**src/rtl/viterbi_frame_ctrl.sv**
```systemverilog
// viterbi_frame_ctrl
// Frame-level sequencer for the Viterbi transmit/receive test path.
//
// What it does:
//   - Accepts FRAME_LEN payload bits from the source (valid/ready) and
//     drives the encoder enable/data lines.
//   - Appends TAIL_LEN zero bits to flush the trellis.
//   - Compares decoder output against a stored copy of the payload and
//     counts bit errors (saturating).
//   - Optionally generates an LFSR-based channel error mask and counts
//     the injected errors (saturating).
//
// Optional feature: define VITERBI_ERR_INJ_EN to build the error LFSR,
// chan_flip_o and inj_ct_o. When it is undefined, chan_flip_o and inj_ct_o
// are tied to zero, and the ERR_BITS parameter does not exist.
//
// Ports:
//   clk, rst            clock; asynchronous active-low reset
//   start_i             begin a frame (honoured only in IDLE)
//   src_valid_i/src_bit_i/src_ready_o   payload source handshake
//   enc_en_o/enc_bit_o  encoder enable/data (combinational)
//   chan_flip_o         registered XOR mask for the encoder output symbol
//   dec_valid_i/dec_bit_i  decoder output bit stream
//   busy_o, done_o      FSM not idle; one-cycle completion pulse
//   bit_err_ct_o        decoded bit mismatches in current/last frame
//   inj_ct_o            flipped channel symbols in current/last frame
//
// state   | meaning
// IDLE    | waiting for start_i; counters hold the last frame's results
// PAYLOAD | accepting FRAME_LEN source bits into the encoder and ref FIFO
// TAIL    | driving TAIL_LEN zero flush bits into the encoder
// DRAIN   | waiting for remaining decoder compares, bounded by DRAIN_MAX
// DONE    | one-cycle completion pulse
module viterbi_frame_ctrl #(
  parameter int FRAME_LEN = 64,
  parameter int TAIL_LEN  = 2,
`ifdef VITERBI_ERR_INJ_EN
  parameter int ERR_BITS  = 5,
`endif
  parameter int DRAIN_MAX = 255
) (
  input  logic        clk,
  input  logic        rst,
  input  logic        start_i,
  input  logic        src_valid_i,
  input  logic        src_bit_i,
  output logic        src_ready_o,
  output logic        enc_en_o,
  output logic        enc_bit_o,
  output logic [1:0]  chan_flip_o,
  input  logic        dec_valid_i,
  input  logic        dec_bit_i,
  output logic        busy_o,
  output logic        done_o,
  output logic [15:0] bit_err_ct_o,
  output logic [15:0] inj_ct_o
);

  localparam int CW = $clog2(FRAME_LEN + 1);
  localparam int AW = $clog2(FRAME_LEN);
  localparam int TW = (TAIL_LEN > 1) ? $clog2(TAIL_LEN) : 1;
  localparam int DW = (DRAIN_MAX > 1) ? $clog2(DRAIN_MAX) : 1;

  localparam logic [CW-1:0] FRAME_LEN_C = CW'(FRAME_LEN);
  localparam logic [CW-1:0] LAST_C      = CW'(FRAME_LEN - 1);
  localparam logic [TW-1:0] TAIL_LOAD   = TW'(TAIL_LEN - 1);
  localparam logic [DW-1:0] DRAIN_LOAD  = DW'(DRAIN_MAX - 1);

  typedef enum logic [2:0] {
    ST_IDLE    = 3'd0,
    ST_PAYLOAD = 3'd1,
    ST_TAIL    = 3'd2,
    ST_DRAIN   = 3'd3,
    ST_DONE    = 3'd4
  } state_e;

  state_e          state_q, state_d;
  logic [CW-1:0]   pay_q, pay_d;
  logic [CW-1:0]   cmp_q, cmp_d;
  logic [CW-1:0]   occ_q, occ_d;
  logic [AW-1:0]   wr_q, wr_d;
  logic [AW-1:0]   rd_q, rd_d;
  logic [TW-1:0]   tail_q, tail_d;
  logic [DW-1:0]   drain_q, drain_d;
  logic [15:0]     err_q, err_d;
  logic            fifo_mem [FRAME_LEN];

  logic            start_frame;
  logic            push;
  logic            pop;
  logic            chk_act;
  logic            head;

  // FSM next state and combinational encoder/source outputs
  always_comb begin
    state_d     = state_q;
    tail_d      = tail_q;
    drain_d     = drain_q;
    src_ready_o = 1'b0;
    enc_en_o    = 1'b0;
    enc_bit_o   = 1'b0;
    start_frame = 1'b0;
    push        = 1'b0;
    unique case (state_q)
      ST_IDLE: begin
        if (start_i) begin
          state_d     = ST_PAYLOAD;
          start_frame = 1'b1;
        end
      end
      ST_PAYLOAD: begin
        src_ready_o = 1'b1;
        if (src_valid_i) begin
          enc_en_o  = 1'b1;
          enc_bit_o = src_bit_i;
          push      = 1'b1;
          if (pay_q == LAST_C) begin
            state_d = ST_TAIL;
            tail_d  = TAIL_LOAD;
          end
        end
      end
      ST_TAIL: begin
        enc_en_o = 1'b1;
        if (tail_q == '0) begin
          state_d = ST_DRAIN;
          drain_d = DRAIN_LOAD;
        end else begin
          tail_d = tail_q - 1'b1;
        end
      end
      ST_DRAIN: begin
        if (cmp_q == FRAME_LEN_C || drain_q == '0) begin
          state_d = ST_DONE;
        end else begin
          drain_d = drain_q - 1'b1;
        end
      end
      ST_DONE: begin
        state_d = ST_IDLE;
      end
      default: begin
        state_d = ST_IDLE;
      end
    endcase
  end

  // Reference FIFO and decoder compare datapath
  assign chk_act = (state_q == ST_PAYLOAD) || (state_q == ST_TAIL) ||
                   (state_q == ST_DRAIN);
  assign head    = fifo_mem[rd_q];
  assign pop     = chk_act && dec_valid_i && (occ_q != '0) && (cmp_q < FRAME_LEN_C);

  always_comb begin
    pay_d = pay_q;
    cmp_d = cmp_q;
    occ_d = occ_q;
    wr_d  = wr_q;
    rd_d  = rd_q;
    err_d = err_q;
    if (start_frame) begin
      pay_d = '0;
      cmp_d = '0;
      occ_d = '0;
      wr_d  = '0;
      rd_d  = '0;
      err_d = '0;
    end else begin
      if (push) begin
        pay_d = pay_q + 1'b1;
        wr_d  = wr_q + 1'b1;
      end
      if (pop) begin
        cmp_d = cmp_q + 1'b1;
        rd_d  = rd_q + 1'b1;
        if ((head ^ dec_bit_i) && (err_q != 16'hFFFF)) begin
          err_d = err_q + 16'd1;
        end
      end
      unique case ({push, pop})
        2'b10:   occ_d = occ_q + 1'b1;
        2'b01:   occ_d = occ_q - 1'b1;
        default: occ_d = occ_q;
      endcase
    end
  end

  always_ff @(posedge clk or negedge rst) begin
    if (!rst) begin
      state_q <= ST_IDLE;
      pay_q   <= '0;
      cmp_q   <= '0;
      occ_q   <= '0;
      wr_q    <= '0;
      rd_q    <= '0;
      tail_q  <= '0;
      drain_q <= '0;
      err_q   <= '0;
    end else begin
      state_q <= state_d;
      pay_q   <= pay_d;
      cmp_q   <= cmp_d;
      occ_q   <= occ_d;
      wr_q    <= wr_d;
      rd_q    <= rd_d;
      tail_q  <= tail_d;
      drain_q <= drain_d;
      err_q   <= err_d;
    end
  end

  // Payload storage needs no reset: occupancy alone defines what is valid.
  always_ff @(posedge clk) begin
    if (push) begin
      fifo_mem[wr_q] <= src_bit_i;
    end
  end

  assign busy_o       = (state_q != ST_IDLE);
  assign done_o       = (state_q == ST_DONE);
  assign bit_err_ct_o = err_q;

`ifdef VITERBI_ERR_INJ_EN
  logic [15:0] lfsr_q, lfsr_d;
  logic [1:0]  flip_q, flip_d;
  logic [15:0] inj_q, inj_d;
  logic        hit;

  // The hit uses the pre-advance LFSR value so the registered mask lines up
  // with the encoder symbol produced from this cycle's enable.
  assign hit = enc_en_o && (&lfsr_q[ERR_BITS-1:0]);

  always_comb begin
    lfsr_d = lfsr_q;
    inj_d  = inj_q;
    flip_d = hit ? 2'b11 : 2'b00;
    if (start_frame) begin
      lfsr_d = 16'hACE1;
      inj_d  = '0;
    end else begin
      if (enc_en_o) begin
        // Fibonacci taps x^16 + x^14 + x^13 + x^11 + 1
        lfsr_d = {lfsr_q[14:0], lfsr_q[15] ^ lfsr_q[13] ^ lfsr_q[12] ^ lfsr_q[10]};
      end
      if (hit && (inj_q != 16'hFFFF)) begin
        inj_d = inj_q + 16'd1;
      end
    end
  end

  always_ff @(posedge clk or negedge rst) begin
    if (!rst) begin
      lfsr_q <= 16'hACE1;
      flip_q <= 2'b00;
      inj_q  <= '0;
    end else begin
      lfsr_q <= lfsr_d;
      flip_q <= flip_d;
      inj_q  <= inj_d;
    end
  end

  assign chan_flip_o = flip_q;
  assign inj_ct_o    = inj_q;
`else
  assign chan_flip_o = 2'b00;
  assign inj_ct_o    = 16'h0000;
`endif

endmodule

```
**config.mk**
```make
export PLATFORM = sky130hd
export DESIGN_NAME = viterbi_frame_ctrl
export DESIGN_NICKNAME = d
export VERILOG_FILES = /design/src/rtl/viterbi_frame_ctrl.sv
export SDC_FILE = /design/constraint.sdc
export NUM_CORES = 1
export LEC_CHECK = 0
export ABC_AREA = 1
export CORE_UTILIZATION = 58
export CTS_CLUSTER_SIZE = 24
export DETAILED_ROUTE_END_ITERATION = 12
export PLACE_DENSITY = 0.79
export SLEW_MARGIN = 15
export SYNTH_ARGS = -nofsm -noshare
export SYNTH_HDL_FRONTEND = slang
export SYNTH_SLANG_ARGS = --single-unit
export TNS_END_PERCENT = 10
```
**constraint.sdc**
```tcl
create_clock -name clk -period 4.8 [get_ports clk]
set_clock_uncertainty 0.15 [all_clocks]
set_input_delay 0.96 -clock clk [delete_from_list [all_inputs] [get_ports clk]]
set_output_delay 0.96 -clock clk [all_outputs]
set_load 0.01 [all_outputs]
```
==> metrics.csv <==
stage,metric,value,unit
pwr,clock_power_share,0.527,
yosys,yosysWarningCount,0,
flow_run,maxCapViolations,0,
floorplanning,start_util,0.5939,
sta,maxSlewHeadroom,0.4484,
worst_hold_path,min_path_type,reg2reg,
clock_tree,clock_latency,0.42,ns
yosys,synth_seq_area_share,0.5107,
yosys,synthCells,822,
place,dp_hpwl,9784,um
critical_path,r2r_end,bit_err_ct_o[14],
detailed_routing,route.met3.wl,1011,um
yosys,synth_area_leader_cell,edfxtp_1,
yosys,synth_edf_count,64,
floorplanning,die_area,0.01208,mm2
critical_path,ff2ff_path_depth,11,
global_routing,grt_antenna_before_repair,0,
yosys,synthArstFlopShare,0.4880,
layout,fin_util,0.6697,
layout,drive_above_1_share,0.06590,
sta,tightestPinTransition,0.8274,ns
floorplanning,die_y,109.9,um
critical_path,end_kind,primary output,
critical_path,critPathKind,in2out,
detailed_routing,drt_iter0_drc,563,
pwr,total_power,2.458,mW
clock_tree,cts_buffers,17,
clock_tree,clock-sinks,125,
yosys,ys_top_cells_by_count,"nand2_1 (199), nor2_1 (127), inv_1 (93)",
pwr,combPwrFrac,0.014,
floorplanning,die_w,109.9,um
pwr,swShare,0.2073,
global_routing,grt_start_max_net_pins,65,
clock_tree,path_clk_slew,0.06,ns
outcome,status,finished clean,
yosys,synth_cell_types,40,
critical_path,cp.arrival,2.60,ns
worst_hold_path,hold_end,pay_q[6],
sta,slew_violations,0,
sta,fin_crit_sh,0.7720,
critical_path,timing.rr.start,rd_q[1],
critical_path,worstPathMaxFanout,14,
critical_path,cp-startpoint,src_valid_i,
yosys,netlist.area_leader.share,0.2846,
place,placed_cells,976,
global_routing,grt_pass1_vias,5326,
place,routabilityCongestion,0.8852,
sta,rsz0062_at_grt,false,
sta,final.setup.tns,0,ns
clock_tree,clock_path_buffers,2,
sta,report.final.hold_viol_count,0,
critical_path,cp.required,3.69,ns
detailed_routing,avgRoutedWirePerCell,15.04,um
pwr,seqPwrFrac,0.460,
pwr,p_leak,3.507,nW
clock_tree,post-cts-setup-buffers,0,
detailed_routing,vias,5692,
floorplanning,rows,39,
yosys,ys.flop_type,edfxtp_1,
critical_path,reg2reg_setup_slack,1.97,ns
pwr,power.switching,509.4,uW
clock_tree,ctsResizeCount,0,
sta,max_freq,269.9,MHz
detailed_routing,top_layer,met4,
yosys,synth.most_common_cell,nand2_1,
global_routing,grt_pass1_wl,24470,um
sta,min_period,3.706,ns
global_routing,track_usage,0.2693,
clock_tree,cts_tree,done,
pwr,power_density,322.7,mW/mm2
detailed_routing,drtPass1Iterations,5,
layout,stdcell_area,0.007615,mm2
layout,nets,869,
pwr,p_int,1.948,mW
clock_tree,cts_hold_buffers,0,
yosys,synth.avg_cell_area,8.215,um2
yosys,synth_area_leaders,"edfxtp_1 (28%), dfrtp_1 (23%), nand2_1 (11%)",
place,io_buffers,27,
sta,finalSetupViolations,0,
global_routing,grt_overflow,0,
yosys,synth_area,0.006753,mm2
worst_hold_path,hp-start,pay_q[6],
clock_tree,cts_root_buf,clkbuf_16,
layout,diodes,0,
worst_hold_path,hold_depth,1,
pwr,ir_drop,213.1,uV
place,place_area,0.007017,mm2
detailed_routing,met2WireLength,7511,um
clock_tree,htree_levels,4,
detailed_routing,avgViaCountPerCell,5.647,
detailed_routing,route.detailed.drc,0,
detailed_routing,wl,15170,um
layout,layout.cells.non_filler,1008,
floorplanning,boundaryPins,46,
detailed_routing,met1_length,6248,um
layout,syn2layout_area_growth,12.77,%
detailed_routing,final_antenna_net_count,0,
floorplanning,fp.coreArea,0.01137,mm2
critical_path,cp-start-kind,primary input,
yosys,ys_ff_latch,125,
[power groups by stage]
stage	Sequential, mW	Clock [mW]	Combinational (mW)
after floorplan	1.15	0	0.0215
after global placement	1.15	0	0.0335
after detailed placement	1.15	0	0.0346
after CTS	1.13	1.30	0.0348
after global routing	1.13	1.35	0.0401
final	1.13	1.29	0.0343
[area by class of cell]
cell class              instances  area [um2]
clock buffers                  17       425.4
clock inverters                15       172.7
fillers                       897        3755
inverters                      97       371.6
multi-input cells             580        2728
flip-flops and latches        125        3448
well taps                     143       178.9
repair buffers                 31       290.3
[per-stage QoR]
step	worst slack, ns	hold WS [ns]
floorplan	2.187	0.2834
global placement	1.129	0.2978
detailed placement	1.089	0.3139
CTS	1.086	0.3219
global route	0.9924	0.3487
finish	1.094	0.3201
[cells in the final DEF, fill, tap and decap left out, types with 3 or more instances in the layout]
master / Yosys / final
nand2_1: 199 / 199
nor2_1: 127 / 127
inv_1: 93 / 93
nand3_1: 87 / 87
edfxtp_1: 64 / 64
dfrtp_1: 61 / 61
o21ai_0: 37 / 37
clkdlybuf4s50_1: 0 / 25
nor3_1: 19 / 19
a21oi_1: 18 / 18
conb_1: 1 / 18
clkbuf_16: 0 / 17
nand4_1: 12 / 12
xor2_1: 10 / 10
ha_1: 10 / 10
nand3b_1: 7 / 7
clkinv_2: 0 / 5
nand3_2: 4 / 4
clkinv_4: 1 / 4
buf_4: 24 / 4
nor2_2: 3 / 3
nor4_1: 3 / 3
o22ai_1: 3 / 3
a31oi_1: 3 / 3
o21ai_1: 3 / 3
clkinvlp_4: 0 / 3
bufinv_16: 0 / 3
[worst max path at each step]
stage	to	slack, ns	cells after the start
after floorplan	enc_en_o	2.19	3
after global placement	enc_en_o	1.13	4
after detailed placement	enc_en_o	1.09	4
after CTS	enc_en_o	1.09	4
after global routing	enc_en_o	0.99	4
final	enc_en_o	1.09	4
[cell families (layout without fill, tap and decap cells)]
logic type | after synthesis | in the layout | share of synthesized area
compound gates | 73 | 73 | 0.05929
simple gates | 467 | 467 | 0.3005
other cells | 1 | 18 | 0.0005553
xor+xnor | 12 | 12 | 0.01556
fa+ha+maj | 10 | 10 | 0.01853
flops | 125 | 125 | 0.5107
buf+inv | 134 | 160 | 0.09487
[routing by layer]
metal	global-route usage	up-vias
met2	0.4442	243
met4	0.1371	0
met3	0.05335	38
met5	0	-
met1	0.3361	2694
li1	-	2717
[registers in the layout, indices dropped and copies added, names as in the netlist]
name / cells
occ_q: 7
rd_q: 6
tail_q: 1
pay_q: 7
cmp_q: 7
drain_q: 8
bit_err_ct_o: 16
wr_q: 6
state_q: 3
fifo_mem: 64
[worst max-delay path, cell delays in order]
cell and delay (ns):
clkdlybuf4s50_1 0.52, nand4_2 0.35, nand2_1 0.21, clkdlybuf4s50_1 0.56
No activity file was read; power rests on OpenSTA's default activity.
